<file path="src/rtl/lsz_slot_alloc_if.sv">
// lsz_slot_alloc_if: request/free/status bundle between a slot user and lsz_slot_alloc
//   master: drives alloc_req, free_vld, free_idx; observes grant and status
//   slave : drives alloc_gnt, alloc_idx, occ, cnt, full, empty, err_free
interface lsz_slot_alloc_if #(
   parameter int IWID = 4,
   parameter int IWL2 = $clog2(IWID)
);
   logic            alloc_req;
   logic            free_vld;
   logic [IWL2-1:0] free_idx;
   logic            alloc_gnt;
   logic [IWL2-1:0] alloc_idx;
   logic [IWID-1:0] occ;
   logic [IWL2:0]   cnt;
   logic            full;
   logic            empty;
   logic            err_free;
   modport master (
      output alloc_req, free_vld, free_idx,
      input  alloc_gnt, alloc_idx, occ, cnt, full, empty, err_free
   );
   modport slave (
      input  alloc_req, free_vld, free_idx,
      output alloc_gnt, alloc_idx, occ, cnt, full, empty, err_free
   );
endinterface

</file>
<file path="src/rtl/lsz_slot_alloc.sv">
// lsz_slot_alloc: busy-mask tracker granting the lowest free slot via an LSZ search
//   lsz           : in_i (mask) -> lszIdx (index of least-significant zero)
//   lsz_slot_alloc: clk, rst_n (async, active low), bus (slave modport of lsz_slot_alloc_if)
module lsz #(
   parameter int IWID = 4,
   parameter int IWL2 = $clog2(IWID)
) (
   input  logic [IWID-1:0] in_i,
   output logic [IWL2-1:0] lszIdx
);
   // scan from the top so the lowest zero wins; all-ones yields 0 (don't-care)
   always_comb begin
      lszIdx = '0;
      for (int i = IWID - 1; i >= 0; i--)
         if (!in_i[i]) lszIdx = IWL2'(i);
   end
endmodule

module lsz_slot_alloc #(
   parameter int IWID = 4,
   parameter int IWL2 = $clog2(IWID)
) (
   input logic                clk,
   input logic                rst_n,
   lsz_slot_alloc_if.slave    bus
);
   localparam logic [IWL2:0] FULL_CNT = (IWL2 + 1)'(IWID);
   logic [IWID-1:0] occ_q, occ_d;
   logic [IWL2:0]   cnt_q, cnt_d;
   logic [IWL2-1:0] idx_q, cand;
   logic            gnt_q, full_q, empty_q, err_q;
   logic            acc, legal, in_rng;
   lsz #(.IWID(IWID), .IWL2(IWL2)) u_lsz (.in_i(occ_q), .lszIdx(cand));
   // candidate comes from the pre-update mask, so a slot freed this cycle is
   // still busy here and cannot be re-granted in the same cycle
   always_comb begin
      acc    = bus.alloc_req & ~full_q;
      in_rng = {1'b0, bus.free_idx} < FULL_CNT;
      legal  = bus.free_vld & in_rng & (in_rng ? occ_q[bus.free_idx] : 1'b0);
      occ_d  = (occ_q & ~(legal ? IWID'(1) << bus.free_idx : '0))
             | (acc ? IWID'(1) << cand : '0);
      cnt_d  = cnt_q + (IWL2 + 1)'(acc) - (IWL2 + 1)'(legal);
   end
   always_ff @(posedge clk or negedge rst_n)
      if (!rst_n) begin
         occ_q   <= '0;
         cnt_q   <= '0;
         gnt_q   <= 1'b0;
         idx_q   <= '0;
         full_q  <= 1'b0;
         empty_q <= 1'b1;
         err_q   <= 1'b0;
      end else begin
         occ_q   <= occ_d;
         cnt_q   <= cnt_d;
         gnt_q   <= acc;
         idx_q   <= acc ? cand : idx_q;
         full_q  <= cnt_d == FULL_CNT;
         empty_q <= cnt_d == '0;
         err_q   <= bus.free_vld & ~legal;
      end
   assign bus.occ       = occ_q;
   assign bus.cnt       = cnt_q;
   assign bus.alloc_gnt = gnt_q;
   assign bus.alloc_idx = idx_q;
   assign bus.full      = full_q;
   assign bus.empty     = empty_q;
   assign bus.err_free  = err_q;
endmodule

</file>
<file path="src/flat_wrapper.sv">
// flat-port wrapper written by rule: the top's interface ports become plain ports
module lsz_slot_alloc_flat 
#(
   parameter int IWID = 4,
   parameter int IWL2 = $clog2(IWID)
)
  (clk, rst_n, bus_alloc_req, bus_free_vld, bus_free_idx, bus_alloc_gnt, bus_alloc_idx, bus_occ, bus_cnt, bus_full, bus_empty, bus_err_free);
  lsz_slot_alloc_if #(.IWID(IWID), .IWL2(IWL2)) bus_i ();
  input logic clk;
  input logic rst_n;
  input wire logic [$bits(bus_i.alloc_req)-1:0] bus_alloc_req;
  input wire logic [$bits(bus_i.free_vld)-1:0] bus_free_vld;
  input wire logic [$bits(bus_i.free_idx)-1:0] bus_free_idx;
  output wire logic [$bits(bus_i.alloc_gnt)-1:0] bus_alloc_gnt;
  output wire logic [$bits(bus_i.alloc_idx)-1:0] bus_alloc_idx;
  output wire logic [$bits(bus_i.occ)-1:0] bus_occ;
  output wire logic [$bits(bus_i.cnt)-1:0] bus_cnt;
  output wire logic [$bits(bus_i.full)-1:0] bus_full;
  output wire logic [$bits(bus_i.empty)-1:0] bus_empty;
  output wire logic [$bits(bus_i.err_free)-1:0] bus_err_free;
  assign bus_i.alloc_req = bus_alloc_req;
  assign bus_i.free_vld = bus_free_vld;
  assign bus_i.free_idx = bus_free_idx;
  assign bus_alloc_gnt = bus_i.alloc_gnt;
  assign bus_alloc_idx = bus_i.alloc_idx;
  assign bus_occ = bus_i.occ;
  assign bus_cnt = bus_i.cnt;
  assign bus_full = bus_i.full;
  assign bus_empty = bus_i.empty;
  assign bus_err_free = bus_i.err_free;
  lsz_slot_alloc #(.IWID(IWID), .IWL2(IWL2)) u_core (.clk(clk), .rst_n(rst_n), .bus(bus_i));
endmodule
</file>
<file path="config.mk">
export PLATFORM = sky130hd
export DESIGN_NAME = lsz_slot_alloc_flat
export DESIGN_NICKNAME = d
export VERILOG_FILES = /design/src/rtl/lsz_slot_alloc_if.sv /design/src/rtl/lsz_slot_alloc.sv /design/src/flat_wrapper.sv
export SDC_FILE = /design/constraint.sdc
export NUM_CORES = 1
export LEC_CHECK = 0
export ABC_AREA = 1
export CAP_MARGIN = 20
export CORE_MARGIN = 3
export CORE_UTILIZATION = 40
export CTS_BUF_LIST = sky130_fd_sc_hd__clkbuf_4 sky130_fd_sc_hd__clkbuf_8
export CTS_CLUSTER_DIAMETER = 60
export DETAILED_ROUTE_END_ITERATION = 8
export PLACE_DENSITY = 0.69
export SLEW_MARGIN = 15
export SYNTH_ARGS = -nofsm -noshare
export SYNTH_HDL_FRONTEND = slang
export SYNTH_HIERARCHICAL = 1
export SYNTH_SLANG_ARGS = --single-unit
</file>
<file path="constraint.sdc">
create_clock -name clk -period 4.49 [get_ports clk]
set_input_delay 0.898 -clock clk [delete_from_list [all_inputs] [get_ports clk]]
set_output_delay 0.898 -clock clk [all_outputs]
set_load 0.05 [all_outputs]
</file>
Word-level counts from Yosys, hierarchy flattened --
Index checks and enable logic that the tools add are counted.
Operators by class: equal/unequal tests 1, div/mod/pow operators 0, magnitude comparators 1, reduce and logical (&&, ||, !) cells 1, add/subtract/negate cells 2, bitwise logic cells 8, multiplexer cells 8, $mul 0, shifts and indexed selects 2
Operators by type and width (count):
- $mux W2 | 4
- $mux W4 | 2
- $shl A1 B2 Y4 const A | 2
- $and A4 B4 Y4 | 1
- $not A4 Y4 | 1
- $or A4 B4 Y4 | 1
- $add A3 B1 Y3 | 1
- $and A1 B1 Y1 | 3
- $eq A3 B3 Y1 const B | 1
- $logic_not A3 Y1 | 1
- $lt A2 B3 Y1 const B | 1
- $sub A3 B1 Y3 | 1
- $bmux W1 S2 | 1
- $not A1 Y1 | 2
- $mux W1 | 1
Word-level totals: logic and storage cells 30, output and inout bits 13, memory bits (writable) 0, latch bits 0, flip-flop bits (word level) 13, memories 0, memory bits (read-only) 0

Logic depth before layout (Yosys ltp) --
word-level depth 7, mapped depth 13, depth with buffers taken out 13

By module --
Netlist, hierarchy kept.
By module, submodules not included:
- lsz_slot_alloc | cells an instance 72, instances 1, sequential area each 326.6 um^2, area an instance 619.3 um^2
- lsz | cells an instance 6, instances 1, sequential area each 0.0 um^2, area an instance 25.0 um^2

Worst setup path after synthesis --
Ideal clock, no wire load.
path kind input-to-reg, from in bus_free_idx[0], to reg u_core.full_q, in the netlist u_core/bus.full, cell stages on the path 12, arrival time 2.387 ns, buffers on the path 0, path slack 1.984 ns, required time 4.371 ns, cells stage by stage inv_2 nand2_1 nand2_1 nand2_2 a21oi_1 ha_1 inv_1 ha_1 inv_1 fa_1 xor2_1 and2_1
Between the ends: longest elaborated chain between the ends 5
RTL lines:
- from (decl) | line flat_wrapper.sv:13 | input wire logic [$bits(bus_i.free_idx)-1:0] bus_free_idx;
- $bmux W1 S2 | line lsz_slot_alloc.sv:39 | legal = bus.free_vld & in_rng & (in_rng ? occ_q[bus.free_idx] : 1'b0);
- $mux W1 (implied by the code) | line lsz_slot_alloc.sv:39
- $and A1 B1 Y1 | line lsz_slot_alloc.sv:39
- $sub A3 B1 Y3 | line lsz_slot_alloc.sv:42 | cnt_d = cnt_q + (IWL2 + 1)'(acc) - (IWL2 + 1)'(legal);
- named net u_core.cnt_d[2] | line lsz_slot_alloc.sv:29 | logic [IWL2:0] cnt_q, cnt_d;
- $eq A3 B3 Y1 | line lsz_slot_alloc.sv:58 | full_q <= cnt_d == FULL_CNT;
- to (signal assigned) | line lsz_slot_alloc.sv:50 | full_q <= 1'b0;
- to (signal assigned) | line lsz_slot_alloc.sv:58
- to (decl) | line lsz_slot_alloc.sv:31 | logic gnt_q, full_q, empty_q, err_q;
The timed path passes the listed nets, and every way through them passes these cells. The select of a mux whose other input is x is not followed. A chain may end at the register's enable or synchronous reset.

Worst setup path after layout --
from in bus_free_idx[0], to reg u_core.empty_q, in the netlist u_core/bus.empty
Between the ends: longest elaborated chain between the ends 5
RTL lines:
- $bmux W1 S2 | line lsz_slot_alloc.sv:39
- $mux W1 (implied by the code) | line lsz_slot_alloc.sv:39
- $and A1 B1 Y1 | line lsz_slot_alloc.sv:39
- $sub A3 B1 Y3 | line lsz_slot_alloc.sv:42
- named net u_core.cnt_d[2] | line lsz_slot_alloc.sv:29
- $logic_not A3 Y1 | line lsz_slot_alloc.sv:59 | empty_q <= cnt_d == '0;
- to (signal assigned) | line lsz_slot_alloc.sv:51 | empty_q <= 1'b1;
- to (signal assigned) | line lsz_slot_alloc.sv:59
- to (decl) | line lsz_slot_alloc.sv:31
The timed path passes the listed nets, and every way through them passes these cells. The select of a mux whose other input is x is not followed.

==> results.toml <==
[global_route]
grt_pass1_vias = 481
grt_pass1_wl_um = 2060
overflow = 0
grt_usage_pct = 14.4
grt_max_degree = 14
antenna_found_initial = 0

[clocking]
clk_latency_ps = 270
max-clock-path-buffers = 2
cts_resized = 0
cts_buffers = 3
hold_buffers = 0
h-tree-depth = 1
clkTransAtPathRegs_ps = 80
cts_setup_buffers = 0
cts_tree = "built"
root_buffer = "clkbuf_4"
clkSinkCount = 13

[route]
vias = 528
drt_wl_total_um = 1250
via_per_inst = 4.59
drt_iter0_drc = 7
ant_nets = 0
drc = 0
dr.pass1.iters = 4
wl_per_cell_um = 10.8

[logic_synthesis]
yosysMostFrequentCell = "nand2_1"
synth_common_cells = "nand2_1 (25), inv_1 (14), dfrtp_1 (12)"
async_reset_ff_share_pct = 100
synth_cell_types = 17
ys.flop_type = "dfrtp_1"
synth_top_family_by_area = "simple AND/OR/NAND/NOR gates"
synth_xor_area_share_pct = 1.36
synth_warnings = 6
yosysTopAreaCell = "dfrtp_1"
synth_seq_area_share_pct = 50.7
synthAdderAreaFrac_pct = 6.99
postSynthAreaPerCell_um2 = 8.26
yosys.area_share.simple_pct = 27.2
syn_nets = 87
syn_area_um2 = 644
synthMuxAreaShare_pct = 0
synth-seq-cells = 13
synth_top_area_share_pct = 46.6
synthCells = 78
synth_edf_count = 0
synth_area_leaders = "dfrtp_1 (47%), nand2_1 (15%), inv_1 (8.2%)"
synth_compound_area_share_pct = 5.05

[timing]
finalSetupTns_ps = 0
clock.fmax_mhz = 341
skew_ps = 2.77
setup_viol = 0
grt_setup_unrepaired = "no"
max_slew_margin_pct = 62.5
setup_ws_ps = 1560
hold_viol_final = 0
period_share_pct = 65.2
drv_slew = 0
fin_crit_ps = 2930
worst_pin_slew_ps = 561

[finish]
insertedDiodeCount = 0
design_area_um2 = 873
area_growth_pct = 35.5
fillers = 130
fin_nets = 110
layout-drive-gt1-share_pct = 10.0

[run]
maxCapViolCount = 0

[critical_path]
crit_family = "adder cells"
cp-start-kind = "input pin"
worst-path-max-fanout = 5
arrival_ps = 3120
crit_chain = "clkdlybuf4s50_1 > inv_2 > nand2_1 > nand2_1 > nand2_2 > a21oi_1 > ha_1 > inv_1 > ha_1 > inv_1 > fa_1 > xor2_1 > nor3_1"
critPathKind = "in -> reg"
path_buf_inv = 4
endpoint_kind = "flop"
crit_path_top_delay_cell = "clkdlybuf4s50_1"
critPathMaxStageDelay_ps = 470
worst_ep_required_time_ps = 4680

[floorplan]
dieWidth_um = 46.1
pin_count = 19
coreArea_mm2 = 0.00140
start_util_pct = 46.1
die-area_mm2 = 0.00213
rows = 13
fp.dieH_um = 46.1

[placement]
place_area_um2 = 843
dp_slack_ps = 1260
place_hpwl_um = 960
portBuffers = 18
gp_congestion = 0.839

[pwr]
leakage_nw = 0.462
vdd_ir_drop_max_v = 0.000482
power.density_mw_per_mm2 = 825

[outcome]
status = "finished, final reports clean"

[min_path]
hold_path_class = "reg -> reg"
[final cells by class]
| type | count | area [µm²] | share of cell area, % |
|---|---|---|---|
| sequential | 13 | 327 | 37.4 |
| clock buffer | 4 | 30.0 | 3.44 |
| tap | 15 | 18.8 | 2.15 |
| inverter | 15 | 56.3 | 6.45 |
| timing repair buffer | 18 | 180 | 20.6 |
| multi-input combinational | 50 | 262 | 29.9 |
[flip-flops by register name (all words and copies together), names as in the netlist]
register	flops
u_core/bus.full	1
u_core/bus.alloc_idx	2
u_core/bus.occ	4
u_core/bus.cnt	3
u_core/bus.err_free	1
u_core/bus.empty	1
u_core/bus.alloc_gnt	1
[logic make-up (layout without fill, tap and decap cells)]
| group | count (synthesis) | count (layout) |
|---|---|---|
| simple gates | 40 | 40 |
| xor+xnor | 1 | 1 |
| flops | 13 | 13 |
| buf+inv | 15 | 37 |
| compound gates | 6 | 6 |
| fa+ha+maj | 3 | 3 |
[tightest hold or removal path, delay by kind of cell (launching register included)]
family           cells  cell delay (ps)
and+or+nand+nor      2              100
DFF                  1              350
[where the power goes]
group          switching (mW)  internal (mW)
Combinational           0.292          0.143
Clock                  0.0364         0.0405
Sequential             0.0410          0.168
Total                   0.369          0.352
[cells in the final DEF (no fill, tap or decap)]
cell and count:
nand3_1 5, inv_2 1, clkdlybuf4s50_1 18, and2_1 1
clkbuf_4 4, nor2_4 1, nand2_1 25, o21ai_0 2
fa_1 1, nor3_1 1, dfstp_2 1, inv_1 14
ha_1 2, nand2_2 3, dfrtp_1 12, nor2_1 4
xor2_1 1, o31ai_1 1, a21oi_1 3
[per-layer routing]
layer	GRT usage [%]	up-vias	wire length, µm
li1	-	281	-
met1	20.2	225	645
met2	18.7	18	493
met3	3.91	4	88
met4	10.2	0	19
met5	0	-	0
[per-stage QoR]
stage	total power [mW]	cells	hold WS (ps)	utilization (%)
2_1_floorplan	0.508	78	602	-
3_3_place_gp	0.641	111	466	60.3
3_5_place_dp	0.648	111	463	60.3
4_1_cts	0.728	115	485	62.4
5_1_grt	0.776	115	513	62.4
6_report	0.721	115	483	62.4
[worst paths after layout]
kind | start | endpoint | depth (start not counted) | slack [ps]
max | bus_free_idx[0] | u_core/bus.empty | 13 | 1560
min | u_core/bus.alloc_idx[1] | u_core/bus.alloc_idx[1] | 2 | 480
max reg2reg | u_core/bus.occ[2] | u_core/bus.empty | 11 | 2350
min reg2reg | u_core/bus.alloc_idx[1] | u_core/bus.alloc_idx[1] | 2 | 480
max in group asynchronous | rst_n | u_core/bus.occ[3] | 1 | 3140
min in group asynchronous | rst_n | u_core/bus.cnt[0] | 1 | 980
No activity file was read; power rests on OpenSTA's default activity.
